## config.mk

```make
export PLATFORM = sky130hd
export DESIGN_NAME = dmem_arbiter
export DESIGN_NICKNAME = d
export VERILOG_FILES = /design/src/rtl/dmem_arbiter.sv
export SDC_FILE = /design/constraint.sdc
export NUM_CORES = 1
export LEC_CHECK = 0
export BUFFER_PORTS_ARGS = -buffer_cell sky130_fd_sc_hd__clkbuf_2
export CAP_MARGIN = 20
export CORE_AREA = 3 3 118 120
export CTS_CLUSTER_SIZE = 20
export DETAILED_ROUTE_END_ITERATION = 12
export DIE_AREA = 0 0 121 123
export PLACE_DENSITY_LB_ADDON = 0.3
export SETUP_SLACK_MARGIN = 0.1
export SLEW_MARGIN = 0
export SYNTH_ARGS = -nofsm -noshare
export SYNTH_HDL_FRONTEND = slang
export SYNTH_SLANG_ARGS = --single-unit
export TNS_END_PERCENT = 30
```

## constraint.sdc

```tcl
create_clock -name clk -period 1.7 [get_ports clk]
set_input_delay 0.34 -clock clk [delete_from_list [all_inputs] [get_ports clk]]
set_output_delay 0.34 -clock clk [all_outputs]
set_load 0.01 [all_outputs]
```

## src/rtl/dmem_arbiter.sv

```systemverilog
// dmem_arbiter: shares the single-port data memory between the pipeline MEM
// stage (cpu port) and the loader DMA (dma port). Each accepted access is
// registered, drives the memory for exactly one cycle, then completes with a
// one-cycle done pulse. Optional feature macro: DMEM_ARB_BOUNDS_EN turns
// out-of-range addresses into error completions instead of wrapping them.
module dmem_arbiter #(
  parameter int DATA_W       = 32,
  parameter int ADDR_W       = 32,
  parameter int MEM_DEPTH    = 1024,
  parameter int CPU_PRIORITY = 1,
  parameter int MAX_WAIT     = 4
) (
  input  logic              clk,
  input  logic              rst,
  input  logic              cpu_req,
  input  logic              cpu_we,
  input  logic [ADDR_W-1:0] cpu_addr,
  input  logic [DATA_W-1:0] cpu_wdata,
  output logic              cpu_gnt,
  output logic              cpu_done,
  output logic [DATA_W-1:0] cpu_rdata,
  output logic              cpu_err,
  input  logic              dma_req,
  input  logic              dma_we,
  input  logic [ADDR_W-1:0] dma_addr,
  input  logic [DATA_W-1:0] dma_wdata,
  output logic              dma_gnt,
  output logic              dma_done,
  output logic [DATA_W-1:0] dma_rdata,
  output logic              dma_err,
  output logic              mem_readEn,
  output logic              mem_writeEn,
  output logic [ADDR_W-1:0] mem_address,
  output logic [DATA_W-1:0] mem_WriteData,
  input  logic [DATA_W-1:0] mem_ReadData
);

  localparam int IDX_W = $clog2(MEM_DEPTH);
  localparam int CNT_W = $clog2(MAX_WAIT + 1);

  typedef enum logic [1:0] {
    IDLE   = 2'd0,
    ACCESS = 2'd1,
    RESP   = 2'd2
  } state_t;

  state_t            state_q, state_d;
  logic              owner_q, owner_d;
  logic              we_q, we_d;
  logic [ADDR_W-1:0] addr_q, addr_d;
  logic [DATA_W-1:0] wdata_q, wdata_d;
  logic              rrPtr_q, rrPtr_d;
  logic [CNT_W-1:0]  waitCnt_q, waitCnt_d;
  logic [DATA_W-1:0] cpuRdata_q, cpuRdata_d;
  logic [DATA_W-1:0] dmaRdata_q, dmaRdata_d;
  logic              dmaWins;
  logic              inBounds;
  logic              accessActive;

`ifdef DMEM_ARB_BOUNDS_EN
  assign inBounds    = (addr_q < ADDR_W'(MEM_DEPTH));
  assign mem_address = addr_q;
  assign cpu_err     = cpu_done & ~inBounds;
  assign dma_err     = dma_done & ~inBounds;
`else
  logic unusedAddrBits;
  assign inBounds       = 1'b1;
  assign mem_address    = {{(ADDR_W-IDX_W){1'b0}}, addr_q[IDX_W-1:0]};
  assign unusedAddrBits = ^addr_q[ADDR_W-1:IDX_W];
  assign cpu_err        = 1'b0;
  assign dma_err        = 1'b0;
`endif

  // Pick the winner: a lone requester always wins; a tie goes to cpu unless
  // dma has lost MAX_WAIT times in a row, or alternates in round-robin mode.
  always_comb begin
    dmaWins = dma_req;
    if (cpu_req && dma_req) begin
      if (CPU_PRIORITY != 0) begin
        dmaWins = (waitCnt_q >= CNT_W'(MAX_WAIT));
      end else begin
        dmaWins = rrPtr_q;
      end
    end
  end

  // Sequence IDLE/RESP -> ACCESS -> RESP, latching the winner's request at
  // arbitration and capturing read data at the end of the access cycle.
  always_comb begin
    state_d    = state_q;
    owner_d    = owner_q;
    we_d       = we_q;
    addr_d     = addr_q;
    wdata_d    = wdata_q;
    rrPtr_d    = rrPtr_q;
    waitCnt_d  = waitCnt_q;
    cpuRdata_d = cpuRdata_q;
    dmaRdata_d = dmaRdata_q;
    case (state_q)
      ACCESS: begin
        state_d = RESP;
        if (!inBounds) begin
          if (owner_q) dmaRdata_d = '0;
          else         cpuRdata_d = '0;
        end else if (!we_q) begin
          if (owner_q) dmaRdata_d = mem_ReadData;
          else         cpuRdata_d = mem_ReadData;
        end
      end
      default: begin
        if (cpu_req || dma_req) begin
          state_d = ACCESS;
          owner_d = dmaWins;
          we_d    = dmaWins ? dma_we    : cpu_we;
          addr_d  = dmaWins ? dma_addr  : cpu_addr;
          wdata_d = dmaWins ? dma_wdata : cpu_wdata;
          rrPtr_d = ~dmaWins;
          if (dmaWins) begin
            waitCnt_d = '0;
          end else if (dma_req && (waitCnt_q != CNT_W'(MAX_WAIT))) begin
            waitCnt_d = waitCnt_q + 1'b1;
          end
        end else begin
          state_d = IDLE;
        end
      end
    endcase
  end

  // State register; reset drops any in-flight access and clears everything.
  always_ff @(posedge clk or negedge rst) begin
    if (!rst) begin
      state_q    <= IDLE;
      owner_q    <= 1'b0;
      we_q       <= 1'b0;
      addr_q     <= '0;
      wdata_q    <= '0;
      rrPtr_q    <= 1'b0;
      waitCnt_q  <= '0;
      cpuRdata_q <= '0;
      dmaRdata_q <= '0;
    end else begin
      state_q    <= state_d;
      owner_q    <= owner_d;
      we_q       <= we_d;
      addr_q     <= addr_d;
      wdata_q    <= wdata_d;
      rrPtr_q    <= rrPtr_d;
      waitCnt_q  <= waitCnt_d;
      cpuRdata_q <= cpuRdata_d;
      dmaRdata_q <= dmaRdata_d;
    end
  end

  assign accessActive  = (state_q == ACCESS);
  assign cpu_gnt       = accessActive & ~owner_q;
  assign dma_gnt       = accessActive & owner_q;
  assign cpu_done      = (state_q == RESP) & ~owner_q;
  assign dma_done      = (state_q == RESP) & owner_q;
  assign cpu_rdata     = cpuRdata_q;
  assign dma_rdata     = dmaRdata_q;
  assign mem_writeEn   = accessActive & we_q & inBounds;
  assign mem_readEn    = accessActive & ~we_q & inBounds;
  assign mem_WriteData = wdata_q;

endmodule

```

==> flow_metrics.env, run 1 <==
export IMPL_synth_distinct_cells=28
export IMPL_numPortBuffers=233
export IMPL_rr_endpoint="dma_rdata[20]$_DFFE_PN0P_"
export IMPL_insertion_delay_ns=0.41
export IMPL_reg2regPathDepth=5
export IMPL_ys_ff_latch=113
export IMPL_postPlaceCellArea_um2=6581
export IMPL_crit_arrival_ns=1.33
export IMPL_pwr_share_seq_pct=34.4
export IMPL_synthTopCellsByCount="113 x dfrtp_1, 53 x mux2_2, 43 x a21boi_0, 43 x a311o_1, 43 x o22a_1"
export IMPL_status="finished, final reports clean"
export IMPL_fin_skew_ns=0.01170
export IMPL_timing_max_cap_violations=0
export IMPL_dp_hpwl_um=9492
export IMPL_path_clk_slew_ns=0.05
export IMPL_hp_start="mem_ReadData[17]"
export IMPL_drtAntennaViolNets=0
export IMPL_synth_top_family_by_area="compound AO/OA/AOI/OAI gates"
export IMPL_fin_nets=798
export IMPL_cts_made_buffers=17
export IMPL_pwr_share_comb_pct=39.5
export IMPL_muxShareOfSynthArea_pct=14.25
export IMPL_drtPass1Iterations=4
export IMPL_place_gp_congestion=0.7286
export IMPL_die_w_um=121
export IMPL_grt_antenna_before_repair=0
export IMPL_htreeDepth=4
export IMPL_finalHoldViolCount=0
export IMPL_syn_inst=400
export IMPL_cts_sinks=113
export IMPL_cp_start_kind="register"
export IMPL_synth_top_area_cell="dfrtp_1"
export IMPL_diodes=0
export IMPL_power_density_nw_per_um2=1892
export IMPL_synth_ff_type="dfrtp_1"
export IMPL_ios=302
export IMPL_synthAdderAreaFrac_pct=0.4701
export IMPL_die_h_um=123
export IMPL_r2r_slack_ns=0.05
export IMPL_grt_max_degree=92
export IMPL_gr_total_overflow=0
export IMPL_vias=4238
export IMPL_hold_depth=2
export IMPL_placed_cells=780
export IMPL_yosys_area_top_type_share_pct=53.13
export IMPL_grt_usage_pct=18.92
export IMPL_vias_per_cell=5.175
export IMPL_final_cells=819
export IMPL_p_int_uw=9527
export IMPL_synthTopCellsByArea="dfrtp_1 53%, mux2_2 11%, a311o_1 8.1%"
export IMPL_fp_coreArea_um2=13090
export IMPL_synth_edf_count=0
export IMPL_p_sw_share_pct=32.46
export IMPL_post_route_period_util_pct=98.16
export IMPL_cts_tree="yes"
export IMPL_num_rows=42
export IMPL_avgSynthCellArea_um2=13.31
export IMPL_initial_core_util_pct=40.68
export IMPL_areaGrowthSynthToFinish_pct=40.06
export IMPL_maxSlewHeadroom_pct=54.54
export IMPL_tightest_slew_ns=0.6803
export IMPL_drc=0
export IMPL_holdPathEnd="dma_rdata[17]$_DFFE_PN0P_"
export IMPL_leakage_uw=0.003616
export IMPL_cts_root_buf="clkbuf_16"
export IMPL_grt_pass1_vias=4374
export IMPL_final_area_um2=7455
export IMPL_synthXorXnorAreaFrac_pct=0
export IMPL_yosys_cell_count_top_type="dfrtp_1"
export IMPL_worstSetupPathType="register to primary output"
export IMPL_ys_warn_count=0
export IMPL_hold_path_class="primary input to register"
export IMPL_yosys_area_share_simple_pct=2.515
export IMPL_p_clk_share_pct=26.1
export IMPL_reg2reg_from="state_q[1]$_DFF_PN0_"
export IMPL_final_max_slew_viol_count=0
export IMPL_synthArstFlopShare_pct=100.0
export IMPL_wl_um=14410
export IMPL_endpoint_kind="primary output"
export IMPL_syn_area_um2=5323
export IMPL_grt_setup_unrepaired="yes"
export IMPL_ir_worst_vdd_mv=0.8015
export IMPL_drt_iter0_markers=195
export IMPL_die_area_um2=14880
export IMPL_synth_compound_area_share_pct=21.60
export IMPL_required_ns=1.36
export IMPL_p_total_uw=14110
export IMPL_drive_above_1_share_pct=54.74
export IMPL_p_sw_uw=4579
export IMPL_setup_violations=0
export IMPL_finalCriticalPeriod_ns=1.669
export IMPL_seq_area_frac_synth_pct=53.13
export IMPL_grt_first_pass_wirelength_um=21880
export IMPL_tns_ns=0
export IMPL_detail_route_wl_per_cell_um=17.60
export IMPL_clockBufferDepth=2
export IMPL_max_freq_ghz=0.5992
export IMPL_path_max_fanout=3
-- registers in the layout, indices dropped and copies added (netlist names) --
signal and count:
cpu_rdata 32, dma_rdata 32, mem_WriteData 32, addr_q 10
waitCnt_q 3, state_q 2, owner_q 1, we_q 1
-- how the worst max path moves through the flow --
stage | from | to | slack, ns
2_1_floorplan | state_q[1]$_DFF_PN0_ | dma_rdata[10]$_DFFE_PN0P_ | 0.14
3_3_place_gp | state_q[0]$_DFF_PN0_ | addr_q[3]$_DFFE_PN0P_ | -0.01
3_5_place_dp | state_q[1]$_DFF_PN0_ | mem_WriteData[0]$_DFFE_PN0P_ | -0.05
4_1_cts | state_q[0]$_DFF_PN0_ | mem_writeEn | 0.01
5_1_grt | state_q[0]$_DFF_PN0_ | mem_writeEn | -0.02
6_report | state_q[0]$_DFF_PN0_ | mem_writeEn | 0.03
-- per-stage QoR --
step	hold slack [ns]	util (%)	setup WS [ns]
global route	0.1662	56.97	-0.02047
floorplan	0.04441	-	0.1422
finish	0.1852	56.97	0.03121
detailed placement	0.2018	50.30	-0.04873
CTS	0.1584	55.64	0.01134
global placement	0.2032	50.30	-0.01041
-- repair_timing --
item / CTS / global route
pin swaps: 1 / 0
gates resized for setup: 8 / 44
gates cloned: 1 / 1
endpoints found under the setup margin: 113 / 105
endpoints found under the hold margin: 10 / 0
buffers inserted: 3 / 1
hold buffers: 1 / 0
-- metal layers --
metal | track usage, % | up-vias | wire length [µm] | share of wire, %
li1 | - | 1936 | - | -
met2 | 32.13 | 200 | 6984 | 48
met4 | 6.799 | 0 | 172 | 1.2
met3 | 7.457 | 16 | 1327 | 9.2
met5 | 0 | - | 0 | 0
met1 | 21.76 | 2086 | 5928 | 41
-- layout make-up --
cell class,count,area (µm²)
timing repair buffer,251,1434
clock buffer,24,501.7
multi-input combinational,243,2326
fill,1103,5630
tap,176,220.2
clock inverter,8,125.1
sequential,113,2828
inverter,4,20.02
-- power by group through the flow --
stage / Sequential [µW] / Clock, µW / Combinational (µW)
floorplan: 5370 / 0 / 2450
global placement: 4750 / 0 / 4950
detailed placement: 4860 / 0 / 5040
CTS: 4840 / 3770 / 5220
global route: 5040 / 3900 / 6040
finish: 4850 / 3680 / 5570
-- cells in the final DEF, fill, tap and decap left out --
master / synthesis / routed
clkinv_4: 0 / 2
nor2_4: 0 / 3
nor2b_1: 1 / 1
clkinvlp_4: 0 / 1
nand2b_4: 0 / 1
nand2b_2: 0 / 1
buf_6: 8 / 2
buf_12: 0 / 8
mux2_4: 10 / 46
and2_1: 3 / 3
nor3_4: 1 / 1
dfrtp_1: 113 / 113
clkbuf_16: 0 / 18
conb_1: 1 / 24
o22a_1: 43 / 43
inv_1: 3 / 3
buf_4: 27 / 8
nor3b_4: 1 / 1
dlygate4sd3_1: 0 / 1
nand4_1: 3 / 3
mux2_2: 53 / 18
and3b_1: 1 / 1
nor2_1: 3 / 2
bufinv_16: 0 / 3
o21ai_0: 4 / 4
inv_6: 0 / 1
clkbuf_2: 0 / 226
clkinv_2: 0 / 2
nand3_1: 1 / 1
clkbuf_8: 0 / 5
ha_1: 2 / 2
a311o_1: 43 / 43
a21boi_0: 43 / 43
buf_2: 6 / 5
nand2_1: 1 / 1
nor3b_1: 1 / 1
clkbuf_1: 23 / 2
-- logic make-up after synthesis --
kind of cell | after synthesis
AOI/OAI and AO/OA | 133
adders and majority gates | 2
and+or+nand+nor | 19
DFF | 113
muxes | 64
buffers and inverters | 68
other | 1
-- critical path: stages, from the launching register on --
cell	delay, ns
dfrtp_1	0.40
nand2b_4	0.11
inv_6	0.04
buf_12	0.11
and2_1	0.14
buf_2	0.13
Note: power is estimated with default switching activity, not from simulation.
==> run 2, diff against run 1 <==
--- a/config.mk
+++ b/config.mk
@@ -12,6 +12,7 @@
 export DETAILED_ROUTE_END_ITERATION = 12
 export DIE_AREA = 0 0 121 123
 export PLACE_DENSITY_LB_ADDON = 0.3
+export REMOVE_ABC_BUFFERS = 1
 export SETUP_SLACK_MARGIN = 0.1
 export SLEW_MARGIN = 0
 export SYNTH_ARGS = -nofsm -noshare
==> constraint.sdc (replaced) <==
create_clock -name clk -period 1.7 [get_ports clk]
set_input_delay 0.34 -clock clk [delete_from_list [all_inputs] [get_ports clk]]
set_output_delay 0.34 -clock clk [all_outputs]
set_load 0.05 [all_outputs]
==> run 2 against run 1 <==
  * Global-route usage rose by 0.66 points
  * Critical path depth down 1
  * Sequential cell count unchanged
  * Register-to-register slack about the same
  * Worst hold slack lost 0.010 ns
  * First-iteration DRC count up 17%
  * Maximum frequency is 0.37% lower
  * Die area is the same
  * Final cell count up 0.61%
  * Count of clock-buffer cells in the layout fell by 1
  * Routed wire length increased by 5.3%
  * Via count is 1.5% higher
  * Critical path type unchanged
  * Critical endpoint is now dma_gnt
  * Highest routed layer unchanged
==> flow_metrics.env, run 2 (synthesized netlist as in run 1, its figures left out) <==
export IMPL_reg2reg_from="state_q[1]$_DFF_PN0_"
export IMPL_drive_above_1_share_pct=56.17
export IMPL_dp_hpwl_um=9872
export IMPL_post_route_period_util_pct=98.52
export IMPL_drtAntennaViolNets=0
export IMPL_path_clk_slew_ns=0.06
export IMPL_grt_usage_pct=19.58
export IMPL_postPlaceCellArea_um2=6589
export IMPL_insertion_delay_ns=0.41
export IMPL_path_max_fanout=3
export IMPL_tightest_slew_ns=0.8038
export IMPL_finalCriticalPeriod_ns=1.675
export IMPL_die_w_um=121
export IMPL_final_cell_mix="226 x clkbuf_2, 112 x dfrtp_1, 63 x mux2_4"
export IMPL_vias_per_cell=5.221
export IMPL_cts_root_buf="clkbuf_16"
export IMPL_final_max_slew_viol_count=0
export IMPL_hold_depth=2
export IMPL_place_gp_congestion=0.7222
export IMPL_max_stage_delay_ns=0.38
export IMPL_fin_nets=803
export IMPL_hold_path_class="primary input to register"
export IMPL_layout_commonest_cell="clkbuf_2"
export IMPL_fill_cells=1052
export IMPL_grt_first_pass_wirelength_um=22760
export IMPL_endpoint_kind="primary output"
export IMPL_timing_max_cap_violations=0
export IMPL_htreeDepth=4
export IMPL_clockBufferDepth=2
export IMPL_worstSetupPathType="register to primary output"
export IMPL_wl_um=15180
export IMPL_fp_coreArea_um2=13090
export IMPL_final_area_um2=7704
export IMPL_p_total_uw=18790
export IMPL_crit_arrival_ns=1.33
export IMPL_slowest_stage="dfrtp_1"
export IMPL_numPortBuffers=233
export IMPL_grt_max_degree=92
export IMPL_grt_antenna_before_repair=0
export IMPL_cts_tree="yes"
export IMPL_num_rows=42
export IMPL_drtPass1Iterations=4
export IMPL_detail_route_wl_per_cell_um=18.42
export IMPL_ios=302
export IMPL_tns_ns=0
export IMPL_reg2regPathDepth=6
export IMPL_areaGrowthSynthToFinish_pct=44.73
export IMPL_setup_violations=0
export IMPL_diodes=0
export IMPL_maxSlewHeadroom_pct=46.41
export IMPL_die_h_um=123
export IMPL_drt_iter0_markers=228
export IMPL_gr_total_overflow=0
export IMPL_critPathLaunch="state_q[1]$_DFF_PN0_"
export IMPL_required_ns=1.36
export IMPL_fin_skew_ns=0.008606
export IMPL_die_area_um2=14880
export IMPL_cp_cell_sequence="nand2b_4, inv_2, and2_4, clkbuf_16"
export IMPL_cts_made_buffers=17
export IMPL_max_freq_ghz=0.5970
export IMPL_power_density_nw_per_um2=2439
export IMPL_status="finished, final reports clean"
export IMPL_cts_sinks=113
export IMPL_grt_setup_unrepaired="yes"
export IMPL_cp_start_kind="register"
export IMPL_vias=4302
export IMPL_drc=0
export IMPL_leakage_uw=0.003736
export IMPL_finalHoldViolCount=0
export IMPL_hp_start="mem_ReadData[10]"
export IMPL_initial_core_util_pct=40.68
export IMPL_ir_worst_vdd_mv=1.623
export IMPL_grt_pass1_vias=4416
## run 2: report_power, final
part           leakage [µW]  total (µW)  switching [µW]  internal [µW]
clock network      0.000319        3840            1200           2640
logic               0.00209       10100            6830           3240
registers           0.00132        4880             833           4040
## run 2: per-layer routing
metal	part of all wire, %	track usage, %	vias up
li1	-	-	1944
met1	39	23.22	2130
met2	49	31.82	206
met3	9.7	7.502	22
met4	2.1	8.640	0
met5	0	0	-
## run 2: critical path, delay by kind of cell (launching register included)
kind	cells	cell delay [ns]
simple gates	2	0.31
flops	1	0.38
buf+inv	2	0.23
## run 2: timing repair
action	CTS	global route
buffers inserted	5	1
gates cloned	0	3
hold buffers	1	0
pin swaps	1	1
endpoints found under the setup margin	77	79
gates resized for setup	23	61
endpoints found under the hold margin	113	0
## run 2: worst paths after layout
check	slack [ns]	end
min reg2reg	0.51	mem_WriteData[30]$_DFFE_PN0P_
max reg2reg	0.04	dma_rdata[17]$_DFFE_PN0P_
min in group asynchronous	0.47	cpu_rdata[0]$_DFFE_PN0P_
min	0.17	dma_rdata[10]$_DFFE_PN0P_
max	0.03	dma_gnt
max in group asynchronous	0.88	mem_WriteData[30]$_DFFE_PN0P_
## run 2: cell type report
cell class / instances / area (µm²) / share of cell area, %
clock inverters: 9 / 151.4 / 1.965
inverters: 4 / 15.01 / 0.1949
clock buffers: 23 / 498.0 / 6.464
well taps: 176 / 220.2 / 2.859
multi-input cells: 242 / 2404 / 31.20
repair buffers: 257 / 1587 / 20.59
flip-flops and latches: 113 / 2829 / 36.72
## run 2: metrics by stage
step | util [%] | std cells | worst slack (ns) | hold WS (ns)
floorplan | - | 359 | -1.214 | 0.04441
global placement | 50.35 | 781 | -0.3186 | 0.3428
detailed placement | 50.35 | 781 | -0.3663 | 0.3495
CTS | 56.44 | 819 | 0.01695 | 0.1509
global route | 58.87 | 824 | -0.03159 | 0.1607
finish | 58.87 | 824 | 0.02508 | 0.1748
==> run 3, diff against run 2 <==
--- a/config.mk
+++ b/config.mk
@@ -12,7 +12,6 @@
 export DETAILED_ROUTE_END_ITERATION = 12
 export DIE_AREA = 0 0 121 123
 export PLACE_DENSITY_LB_ADDON = 0.3
-export REMOVE_ABC_BUFFERS = 1
 export SETUP_SLACK_MARGIN = 0.1
 export SLEW_MARGIN = 0
 export SYNTH_ARGS = -nofsm -noshare
==> run 3 against run 2 <==
  * The run now ends with negative setup slack left
  * Critical path depth up 3
  * Sequential cell count is the same
  * Count of clock-buffer cells in the layout decreased by 3
  * Clock power fell by 7.8%
  * Setup slack got worse by 0.056 ns
  * Critical endpoint is now cpu_rdata[11]$_DFFE_PN0P_
  * Largest cell class unchanged
  * Largest power group unchanged
==> flow_metrics.env, run 3 (synthesized netlist as in run 1, its figures left out) <==
export IMPL_status="finished, violations left"
export IMPL_violations="negative setup slack"
export IMPL_path_clk_slew_ns=0.06
export IMPL_layout_commonest_cell="clkbuf_2"
export IMPL_fin_ws_ns=-0.03055
export IMPL_timing_max_cap_violations=0
export IMPL_cts_tree="yes"
export IMPL_fin_skew_ns=0.007506
export IMPL_cts_sinks=113
export IMPL_p_total_uw=18480
export IMPL_grt_first_pass_wirelength_um=22160
export IMPL_crit_arrival_ns=2.02
export IMPL_vias=4284
export IMPL_final_max_slew_viol_count=0
export IMPL_dp_hpwl_um=10150
export IMPL_required_ns=1.98
export IMPL_final_cell_mix="226 x clkbuf_2, 112 x dfrtp_1, 47 x mux2_4"
export IMPL_fin_nets=805
export IMPL_finalHoldViolCount=0
export IMPL_pre_cts_ws_ns=0.04012
export IMPL_cp_start_kind="register"
export IMPL_gr_total_overflow=0
export IMPL_drtAntennaViolNets=0
export IMPL_vias_per_cell=5.193
export IMPL_die_w_um=121
export IMPL_leakage_uw=0.003665
export IMPL_htreeDepth=4
export IMPL_tns_ns=-0.1044
export IMPL_hp_start="mem_ReadData[0]"
export IMPL_detail_route_wl_per_cell_um=18.31
export IMPL_grt_usage_pct=19.12
export IMPL_setup_violations=8
export IMPL_ir_worst_vdd_mv=1.265
export IMPL_power_density_nw_per_um2=2431
export IMPL_initial_core_util_pct=40.68
export IMPL_drive_above_1_share_pct=55.78
export IMPL_post_route_period_util_pct=101.8
export IMPL_ios=302
export IMPL_cts_root_buf="clkbuf_16"
export IMPL_critPathLaunch="state_q[1]$_DFF_PN0_"
export IMPL_die_h_um=123
export IMPL_finalCriticalPeriod_ns=1.731
export IMPL_areaGrowthSynthToFinish_pct=42.81
export IMPL_clockBufferDepth=2
export IMPL_wl_um=15110
export IMPL_max_freq_ghz=0.5779
export IMPL_endpoint_kind="register"
export IMPL_grt_antenna_before_repair=0
export IMPL_num_rows=42
export IMPL_insertion_delay_ns=0.40
export IMPL_grt_max_degree=66
export IMPL_die_area_um2=14880
export IMPL_place_gp_congestion=0.7436
export IMPL_hold_path_class="primary input to register"
export IMPL_path_max_fanout=8
export IMPL_cts_made_buffers=17
export IMPL_numPortBuffers=233
export IMPL_grt_setup_unrepaired="yes"
export IMPL_post_route_util_pct=58.09
export IMPL_drc=0
export IMPL_drtPass1Iterations=4
export IMPL_diodes=0
export IMPL_reg2reg_from="state_q[1]$_DFF_PN0_"
export IMPL_drt_iter0_markers=243
export IMPL_worstSetupPathType="register to register"
export IMPL_fp_coreArea_um2=13090
export IMPL_grt_pass1_vias=4267
## run 3: report_power, final
| part | switching, µW | internal, µW |
|---|---|---|
| Combinational | 6840 | 3210 |
| Sequential | 846 | 4040 |
| Clock | 1220 | 2320 |
## run 3: final timing paths
| check | slack [ns] | to | cells after the start |
|---|---|---|---|
| max | -0.03 | cpu_rdata[11]$_DFFE_PN0P_ | 7 |
| max in group asynchronous | 0.87 | mem_WriteData[22]$_DFFE_PN0P_ | 3 |
| min reg2reg | 0.50 | cpu_rdata[7]$_DFFE_PN0P_ | 1 |
| min | 0.18 | cpu_rdata[0]$_DFFE_PN0P_ | 2 |
| max reg2reg | -0.03 | cpu_rdata[11]$_DFFE_PN0P_ | 7 |
| min in group asynchronous | 0.50 | dma_rdata[29]$_DFFE_PN0P_ | 3 |
## run 3: routing by layer
metal  share of wire (%)  global-route usage, %  wire length [µm]
met1                  39                  22.36              5961
met2                  49                  31.16              7350
met3                  10                  8.417              1572
met4                 1.5                  7.224               221
met5                   0                      0                 0
## run 3: per-stage QoR
| step | hold slack [ns] | cells | instance area (µm²) |
|---|---|---|---|
| 6_report | 0.1838 | 825 | 7601 |
| 3_5_place_dp | 0.3587 | 785 | 6624 |
| 2_1_floorplan | 0.04441 | 423 | 5414 |
| 5_1_grt | 0.1636 | 825 | 7601 |
| 3_3_place_gp | 0.3551 | 785 | 6624 |
| 4_1_cts | 0.1518 | 820 | 7418 |
## run 3: what timing repair did
item	4_1_cts	5_1_grt
pin swaps	1	16
cloned	0	3
buffers inserted	3	2
hold buffers	1	0
endpoints found under the hold margin	113	0
gates resized for setup	42	26
setup endpoints to repair	71	103
## run 3: critical path: stages (launching register included)
cell	delay, ns
dfrtp_1	0.38
nand2b_4	0.15
buf_4	0.15
buf_6	0.13
nor3_4	0.14
buf_12	0.16
clkbuf_16	0.17
mux2_2	0.34
## run 3: cell type report
type / instances / area [µm²]
Fill cell: 1094 / 5484
Sequential cell: 113 / 2829
Multi-Input combinational cell: 242 / 2328
Timing Repair Buffer: 259 / 1618
Clock buffer: 20 / 446.7
Tap cell: 176 / 220.2
Clock inverter: 11 / 138.9
Inverter: 4 / 20.02
